## src/rtl/mem_pkg.sv

```systemverilog
// Shared memory-op encodings, FSM state encoding and lane helpers for the
// memory-access stage and any other data-bus client (e.g. the cache path).
package mem_pkg;

    localparam logic [3:0] OP_NONE = 4'd0;
    localparam logic [3:0] OP_LB   = 4'd1;
    localparam logic [3:0] OP_LBU  = 4'd2;
    localparam logic [3:0] OP_LH   = 4'd3;
    localparam logic [3:0] OP_LHU  = 4'd4;
    localparam logic [3:0] OP_LW   = 4'd5;
    localparam logic [3:0] OP_SB   = 4'd6;
    localparam logic [3:0] OP_SH   = 4'd7;
    localparam logic [3:0] OP_SW   = 4'd8;

    localparam logic [1:0] ST_IDLE  = 2'd0;
    localparam logic [1:0] ST_REQ   = 2'd1;
    localparam logic [1:0] ST_WAIT  = 2'd2;
    localparam logic [1:0] ST_DRAIN = 2'd3;

    typedef struct packed {
        logic [3:0]  be;
        logic [31:0] wdata;
    } store_lanes_t;

    // Unassigned codes behave exactly like NONE.
    function automatic logic [3:0] op_norm(input logic [3:0] op);
        return (op > OP_SW) ? OP_NONE : op;
    endfunction

    function automatic logic is_load(input logic [3:0] op);
        return (op >= OP_LB) && (op <= OP_LW);
    endfunction

    function automatic logic is_store(input logic [3:0] op);
        return (op >= OP_SB) && (op <= OP_SW);
    endfunction

    function automatic logic misaligned(input logic [3:0] op, input logic [1:0] lane);
        logic half;
        logic word;
        half = (op == OP_LH) || (op == OP_LHU) || (op == OP_SH);
        word = (op == OP_LW) || (op == OP_SW);
        return (half && lane[0]) || (word && (lane != 2'b00));
    endfunction

    function automatic logic [31:0] load_extract(input logic [3:0] op, input logic [1:0] lane,
                                                 input logic [31:0] word);
        logic [31:0] sh;
        logic [31:0] res;
        sh = word >> {lane, 3'b000};
        case (op)
            OP_LB:   res = {{24{sh[7]}}, sh[7:0]};
            OP_LBU:  res = {24'h0, sh[7:0]};
            OP_LH:   res = {{16{sh[15]}}, sh[15:0]};
            OP_LHU:  res = {16'h0, sh[15:0]};
            OP_LW:   res = word;
            default: res = 32'h0;
        endcase
        return res;
    endfunction

    function automatic store_lanes_t store_lanes(input logic [3:0] op, input logic [1:0] lane,
                                                 input logic [31:0] data);
        store_lanes_t sl;
        case (op)
            OP_SB: begin
                sl.be    = 4'b0001 << lane;
                sl.wdata = {4{data[7:0]}};
            end
            OP_SH: begin
                sl.be    = lane[1] ? 4'b1100 : 4'b0011;
                sl.wdata = {2{data[15:0]}};
            end
            OP_SW: begin
                sl.be    = 4'b1111;
                sl.wdata = data;
            end
            default: begin
                sl.be    = 4'b0000;
                sl.wdata = 32'h0;
            end
        endcase
        return sl;
    endfunction

endpackage

```

## src/rtl/mem_align.sv

```systemverilog
// Combinational lane steering: store byte-enables/replicated data and
// load-data extraction with sign/zero extension.
module mem_align
    import mem_pkg::*;
(
    input  logic [3:0]  op,
    input  logic [1:0]  lane,
    input  logic [31:0] store_data,
    input  logic [31:0] load_word,
    output logic [3:0]  be,
    output logic [31:0] wdata,
    output logic [31:0] load_data
);

    store_lanes_t sl;

    assign sl        = store_lanes(op, lane, store_data);
    assign be        = sl.be;
    assign wdata     = sl.wdata;
    assign load_data = load_extract(op, lane, load_word);

endmodule

```

## src/rtl/mem_access_unit.sv

```systemverilog
// Memory-access pipeline stage: one instruction at a time from execute,
// req/ack data-bus access with flush draining, registered write-back slot.
module mem_access_unit
    import mem_pkg::*;
#(
    parameter int ADDR_W = 32,
    parameter int PC_W   = 32,
    parameter int REG_AW = 5
) (
    input  logic              clk,
    input  logic              rstn,
    input  logic              flush,

    input  logic              exe_valid,
    output logic              exe_ready,
    input  logic [PC_W-1:0]   exe_pc,
    input  logic [31:0]       exe_inst,
    input  logic [31:0]       exe_result,
    input  logic [31:0]       exe_store_data,
    input  logic [3:0]        exe_mem_op,
    input  logic [REG_AW-1:0] exe_write_reg,
    input  logic              exe_reg_write,

    output logic              data_req,
    output logic              data_wr,
    output logic [3:0]        data_be,
    output logic [ADDR_W-1:0] data_addr,
    output logic [31:0]       data_wdata,
    input  logic              data_addr_ok,
    input  logic              data_data_ok,
    input  logic [31:0]       data_rdata,

    output logic              wb_valid,
    input  logic              wb_ready,
    output logic [PC_W-1:0]   wb_pc,
    output logic [31:0]       wb_inst,
    output logic [31:0]       wb_result,
    output logic [REG_AW-1:0] wb_write_reg,
    output logic              wb_reg_write,
    output logic              wb_adel,
    output logic              wb_ades,
    output logic [31:0]       wb_badvaddr
);

    logic [1:0]        state;
    logic [1:0]        state_d;

    logic [3:0]        op_q;
    logic [1:0]        lane_q;
    logic [ADDR_W-1:0] addr_q;
    logic [31:0]       sdata_q;
    logic [PC_W-1:0]   pc_q;
    logic [31:0]       inst_q;
    logic [31:0]       result_q;
    logic [REG_AW-1:0] wreg_q;
    logic              regw_q;

    logic [3:0]        op_in;
    logic              mis_in;
    logic              bus_op_in;
    logic              accept;
    logic              go_bus;
    logic              direct;
    logic              bus_done;

    logic [3:0]        al_be;
    logic [31:0]       al_wdata;
    logic [31:0]       al_load;

    assign op_in     = op_norm(exe_mem_op);
    assign mis_in    = misaligned(op_in, exe_result[1:0]);
    assign bus_op_in = (op_in != OP_NONE) && !mis_in;

    // Gated by rstn so every output reads 0 while reset is held.
    assign exe_ready = rstn && (state == ST_IDLE) && (!wb_valid || wb_ready) && !flush;
    assign accept    = exe_valid && exe_ready;
    assign go_bus    = accept && bus_op_in;
    assign direct    = accept && !bus_op_in;
    assign bus_done  = (state == ST_WAIT) && data_data_ok && !flush;

    mem_align u_align (
        .op         (op_q),
        .lane       (lane_q),
        .store_data (sdata_q),
        .load_word  (data_rdata),
        .be         (al_be),
        .wdata      (al_wdata),
        .load_data  (al_load)
    );

    assign data_req   = (state == ST_REQ);
    assign data_wr    = data_req && is_store(op_q);
    assign data_be    = data_req ? al_be : 4'b0000;
    assign data_addr  = data_req ? addr_q : '0;
    assign data_wdata = data_req ? al_wdata : 32'h0;

    // NOTE: every signal written in always_comb gets a default first, so no
    // path through the case can leave it unassigned and infer a latch.
    always_comb begin
        state_d = state;
        case (state)
            ST_IDLE: begin
                if (go_bus) state_d = ST_REQ;
            end
            ST_REQ: begin
                if (flush)             state_d = data_addr_ok ? ST_DRAIN : ST_IDLE;
                else if (data_addr_ok) state_d = ST_WAIT;
            end
            ST_WAIT: begin
                // A response coinciding with flush completes the transfer;
                // it is discarded and there is nothing left to drain.
                if (data_data_ok) state_d = ST_IDLE;
                else if (flush)   state_d = ST_DRAIN;
            end
            ST_DRAIN: begin
                if (data_data_ok) state_d = ST_IDLE;
            end
            default: state_d = ST_IDLE;
        endcase
    end

    // NOTE: sequential state uses non-blocking assignments so all flops
    // update together from pre-edge values, independent of block order.
    always_ff @(posedge clk or negedge rstn) begin
        if (!rstn) begin
            state    <= ST_IDLE;
            op_q     <= OP_NONE;
            lane_q   <= 2'b00;
            addr_q   <= '0;
            sdata_q  <= 32'h0;
            pc_q     <= '0;
            inst_q   <= 32'h0;
            result_q <= 32'h0;
            wreg_q   <= '0;
            regw_q   <= 1'b0;
        end else begin
            state <= state_d;
            if (go_bus) begin
                op_q     <= op_in;
                lane_q   <= exe_result[1:0];
                addr_q   <= {exe_result[ADDR_W-1:2], 2'b00};
                sdata_q  <= exe_store_data;
                pc_q     <= exe_pc;
                inst_q   <= exe_inst;
                result_q <= exe_result;
                wreg_q   <= exe_write_reg;
                regw_q   <= exe_reg_write;
            end
        end
    end

    always_ff @(posedge clk or negedge rstn) begin
        if (!rstn) begin
            wb_valid     <= 1'b0;
            wb_pc        <= '0;
            wb_inst      <= 32'h0;
            wb_result    <= 32'h0;
            wb_write_reg <= '0;
            wb_reg_write <= 1'b0;
            wb_adel      <= 1'b0;
            wb_ades      <= 1'b0;
            wb_badvaddr  <= 32'h0;
        end else begin
            if (flush)                        wb_valid <= 1'b0;
            else if (direct || bus_done)      wb_valid <= 1'b1;
            else if (wb_ready)                wb_valid <= 1'b0;

            if (direct) begin
                wb_pc        <= exe_pc;
                wb_inst      <= exe_inst;
                wb_result    <= exe_result;
                wb_write_reg <= exe_write_reg;
                wb_reg_write <= exe_reg_write && !mis_in;
                wb_adel      <= mis_in && is_load(op_in);
                wb_ades      <= mis_in && is_store(op_in);
                wb_badvaddr  <= mis_in ? exe_result : 32'h0;
            end else if (bus_done) begin
                wb_pc        <= pc_q;
                wb_inst      <= inst_q;
                wb_result    <= is_store(op_q) ? result_q : al_load;
                wb_write_reg <= wreg_q;
                wb_reg_write <= regw_q;
                wb_adel      <= 1'b0;
                wb_ades      <= 1'b0;
                wb_badvaddr  <= 32'h0;
            end
        end
    end

endmodule

```

## config.mk

```make
export PLATFORM = sky130hd
export DESIGN_NAME = mem_access_unit
export DESIGN_NICKNAME = d
export VERILOG_FILES = /design/src/rtl/mem_pkg.sv /design/src/rtl/mem_align.sv /design/src/rtl/mem_access_unit.sv
export SDC_FILE = /design/constraint.sdc
export NUM_CORES = 1
export LEC_CHECK = 0
export CORE_AREA = 2 2 160 162
export CTS_BUF_LIST = sky130_fd_sc_hd__clkbuf_8
export DETAILED_ROUTE_END_ITERATION = 10
export DIE_AREA = 0 0 162 164
export PLACE_DENSITY = 0.91
export SKIP_LAST_GASP = 1
export SYNTH_ARGS = -nofsm -noshare
export SYNTH_HDL_FRONTEND = slang
export SYNTH_SLANG_ARGS = --single-unit
```

## constraint.sdc

```tcl
create_clock -name clk -period 3.1 [get_ports clk]
set_input_delay 0.31 -clock clk [delete_from_list [all_inputs] [get_ports clk]]
set_output_delay 0.31 -clock clk [all_outputs]
set_load 0.01 [all_outputs]
```

==> results.cfg <==
[sta]
grt_setup_unrepaired = no
hold_viol_final = 0
fin_worst_skew_ns = 0.0249
relSlewSlack = 0.298
finalMaxSlewViolations = 0
clock.fmax_ghz = 0.334
fin_ws_ns = 0.105
fin_tns_setup_ns = 0
worstMarginPinSlew_ns = 1.05
period_needed_ns = 3.00
period_share = 0.966
setup_viol = 0

[worst_setup_path]
path_class = flip-flop to output port
critical_path.top_delay_family = simple AND/OR/NAND/NOR gates
ff2ff_path_depth = 6
worstPathArrival_ns = 2.69
crit_fanout = 23
crit_path_top_delay_cell = dfrtp_1
cp_cell_sequence = and3b_4, or2_4, and3_1, clkdlybuf4s50_1
crit_buf_inv = 1
rr_startpoint = state[1]
worstSetupEndpointType = output port
rrSetupSlack_ns = 0.65
critPathMaxStageDelay_ns = 0.57
startpoint_type = flip-flop
r2r-end = wb_result[26]
required_ns = 2.79

[drt]
drtIter0Drc = 1035
via_count = 10800
ant_nets = 0
remaining_drc_errors = 0
post_drt_wl_per_cell_um = 22.1
wl_mm = 39.5
avgViaCountPerCell = 6.03
drt_first_pass_iters = 5

[clock_tree]
cts.sinks = 277
cts.clk_slew.worst_paths_ns = 0.06
cts-buffers-inserted = 45
postCtsSetupBuffers = 0
worstSkewPairLatency_ns = 0.57
clock_path_buffers = 3
cts.htree.levels = 2
cts_tree = yes
root_buffer = clkbuf_8

[global_route]
grt_first_pass_wirelength_mm = 61.7
grt_antenna_before_repair = 3
grt_start_max_net_pins = 87
grtUsageTotal = 0.295
globalRouteOverflowTotal = 0
grt_pass1_vias = 11100

[finish]
final_core_util = 0.720
area.growth.synth_to_final_pct = 37.4
fill_cells = 1709
final_cell_mix = clkdlybuf4s50_1 (381), dfrtp_1 (277), a22o_1 (118)
fin_nets = 1609
final_layout_size_suffix_gt1_frac = 0.0993
final_common_cell = clkdlybuf4s50_1

[logic_synthesis]
syn_inst = 1067
synthArstFlopShare = 1.00
synth_cell_types = 61
synth-seq-cells = 277
synth_top_flop_cell = dfrtp_1
synth_enable_flop_cells = 0
syn_area_sq_um = 13000
synth.yosys.seq_area_share = 0.533
synth_warnings = 0
syn_avg_cell_area_sq_um = 12.2

[run_status]
status = complete, no violations

[worst_hold_path]
holdCritPathClass = input pin to asynchronous set/reset pin

[floorplan]
fp.dieW_um = 162
dieArea_sq_um = 26600
start_util = 0.524
die_h_um = 164
io_pins = 385
core-area_sq_um = 24800
fp-row-count = 58

[run]
drv_cap = 0

[power_and_ir_drop]
p_leak_uw = 0.00813
peakVddDrop_mv = 0.518
power_density_nw_per_um2 = 862

[placed_design]
numPortBuffers = 382
post-dp-hpwl_mm = 27.0
place_ws_ns = 0.256
gp_congestion = 0.868
-- how the worst max path moves through the flow --
| stage | slack, ns | to | startpoint | cells past startpoint |
|---|---|---|---|---|
| after CTS | 0.03 | data_wdata[10] | op_q[0] | 5 |
| after global routing | 0.03 | data_wdata[7] | op_q[2] | 4 |
| after floorplan | 0.99 | inst_q[0] | exe_mem_op[1] | 8 |
| final | 0.10 | data_wdata[7] | op_q[2] | 4 |
| after detailed placement | 0.26 | wb_result[15] | flush | 7 |
| after global placement | 0.30 | wb_result[15] | flush | 7 |
-- layer usage --
layer  share of wire  up-vias  wire, um  GRT usage
met1            0.38     5390     14900      0.367
li1                -     4702         -          -
met3           0.088      128      3500     0.0677
met4           0.044        0      1730      0.131
met2            0.49      596     19500      0.497
met5               0        -         0          0
-- Yosys cell counts (10+ instances only) --
master	n	share of area
dfrtp_1	277	0.53
a22o_1	118	0.080
mux2_1	107	0.093
a21o_1	69	0.040
nand2_1	59	0.017
nor2_1	50	0.014
clkbuf_1	39	0.011
mux2_2	37	0.032
a22oi_1	33	0.019
and2_1	32	0.015
buf_2	31	0.012
a21oi_1	29	0.011
a221o_1	17	0.013
mux2i_1	14	0.011
inv_1	13	0.0038
o21ai_0	12	0.0046
and3_1	10	0.0048
buf_12	10	0.015
-- power by group --
part	internal [uW]	switching, uW
logic	3260	2650
clock network	1730	1440
registers	5160	1160
-- cell type report --
cell class	instances	area, sq um	area share
tap	330	413	0.0231
clock buffer	57	785	0.0439
inverter	13	48.8	0.00273
timing repair buffer	411	4130	0.231
sequential	277	6930	0.388
clock inverter	18	108	0.00603
antenna	3	7.51	0.000420
multi-input combinational	684	5440	0.304
-- logic make-up after synthesis --
logic type | count (synthesis) | synth area share
AO/OA/AOI/OAI | 346 | 0.211
flip-flops | 277 | 0.533
AND/OR/NAND/NOR | 178 | 0.0681
multiplexers | 158 | 0.136
buffers and inverters | 107 | 0.0522
other | 1 | 0.000288
-- repair_timing --
| item | CTS | global route |
|---|---|---|
| hold buffers | 1 | 0 |
| setup endpoints to repair | 12 | 8 |
| gates cloned | 0 | 0 |
| hold endpoints to repair | 77 | 0 |
| resized for setup | 3 | 2 |
-- stage by stage --
stage / instances / cell area [sq um] / hold slack, ns / total power, uW
detailed placement: 1714 / 16900 / 0.0891 / 12100
global placement: 1714 / 16900 / 0.0908 / 11800
floorplan: 1068 / 13000 / 0.0144 / 9060
CTS: 1790 / 17800 / 0.0813 / 15400
finish: 1793 / 17900 / 0.120 / 15400
global route: 1793 / 17900 / 0.119 / 16200
Note: power is estimated with default switching activity, not from simulation.
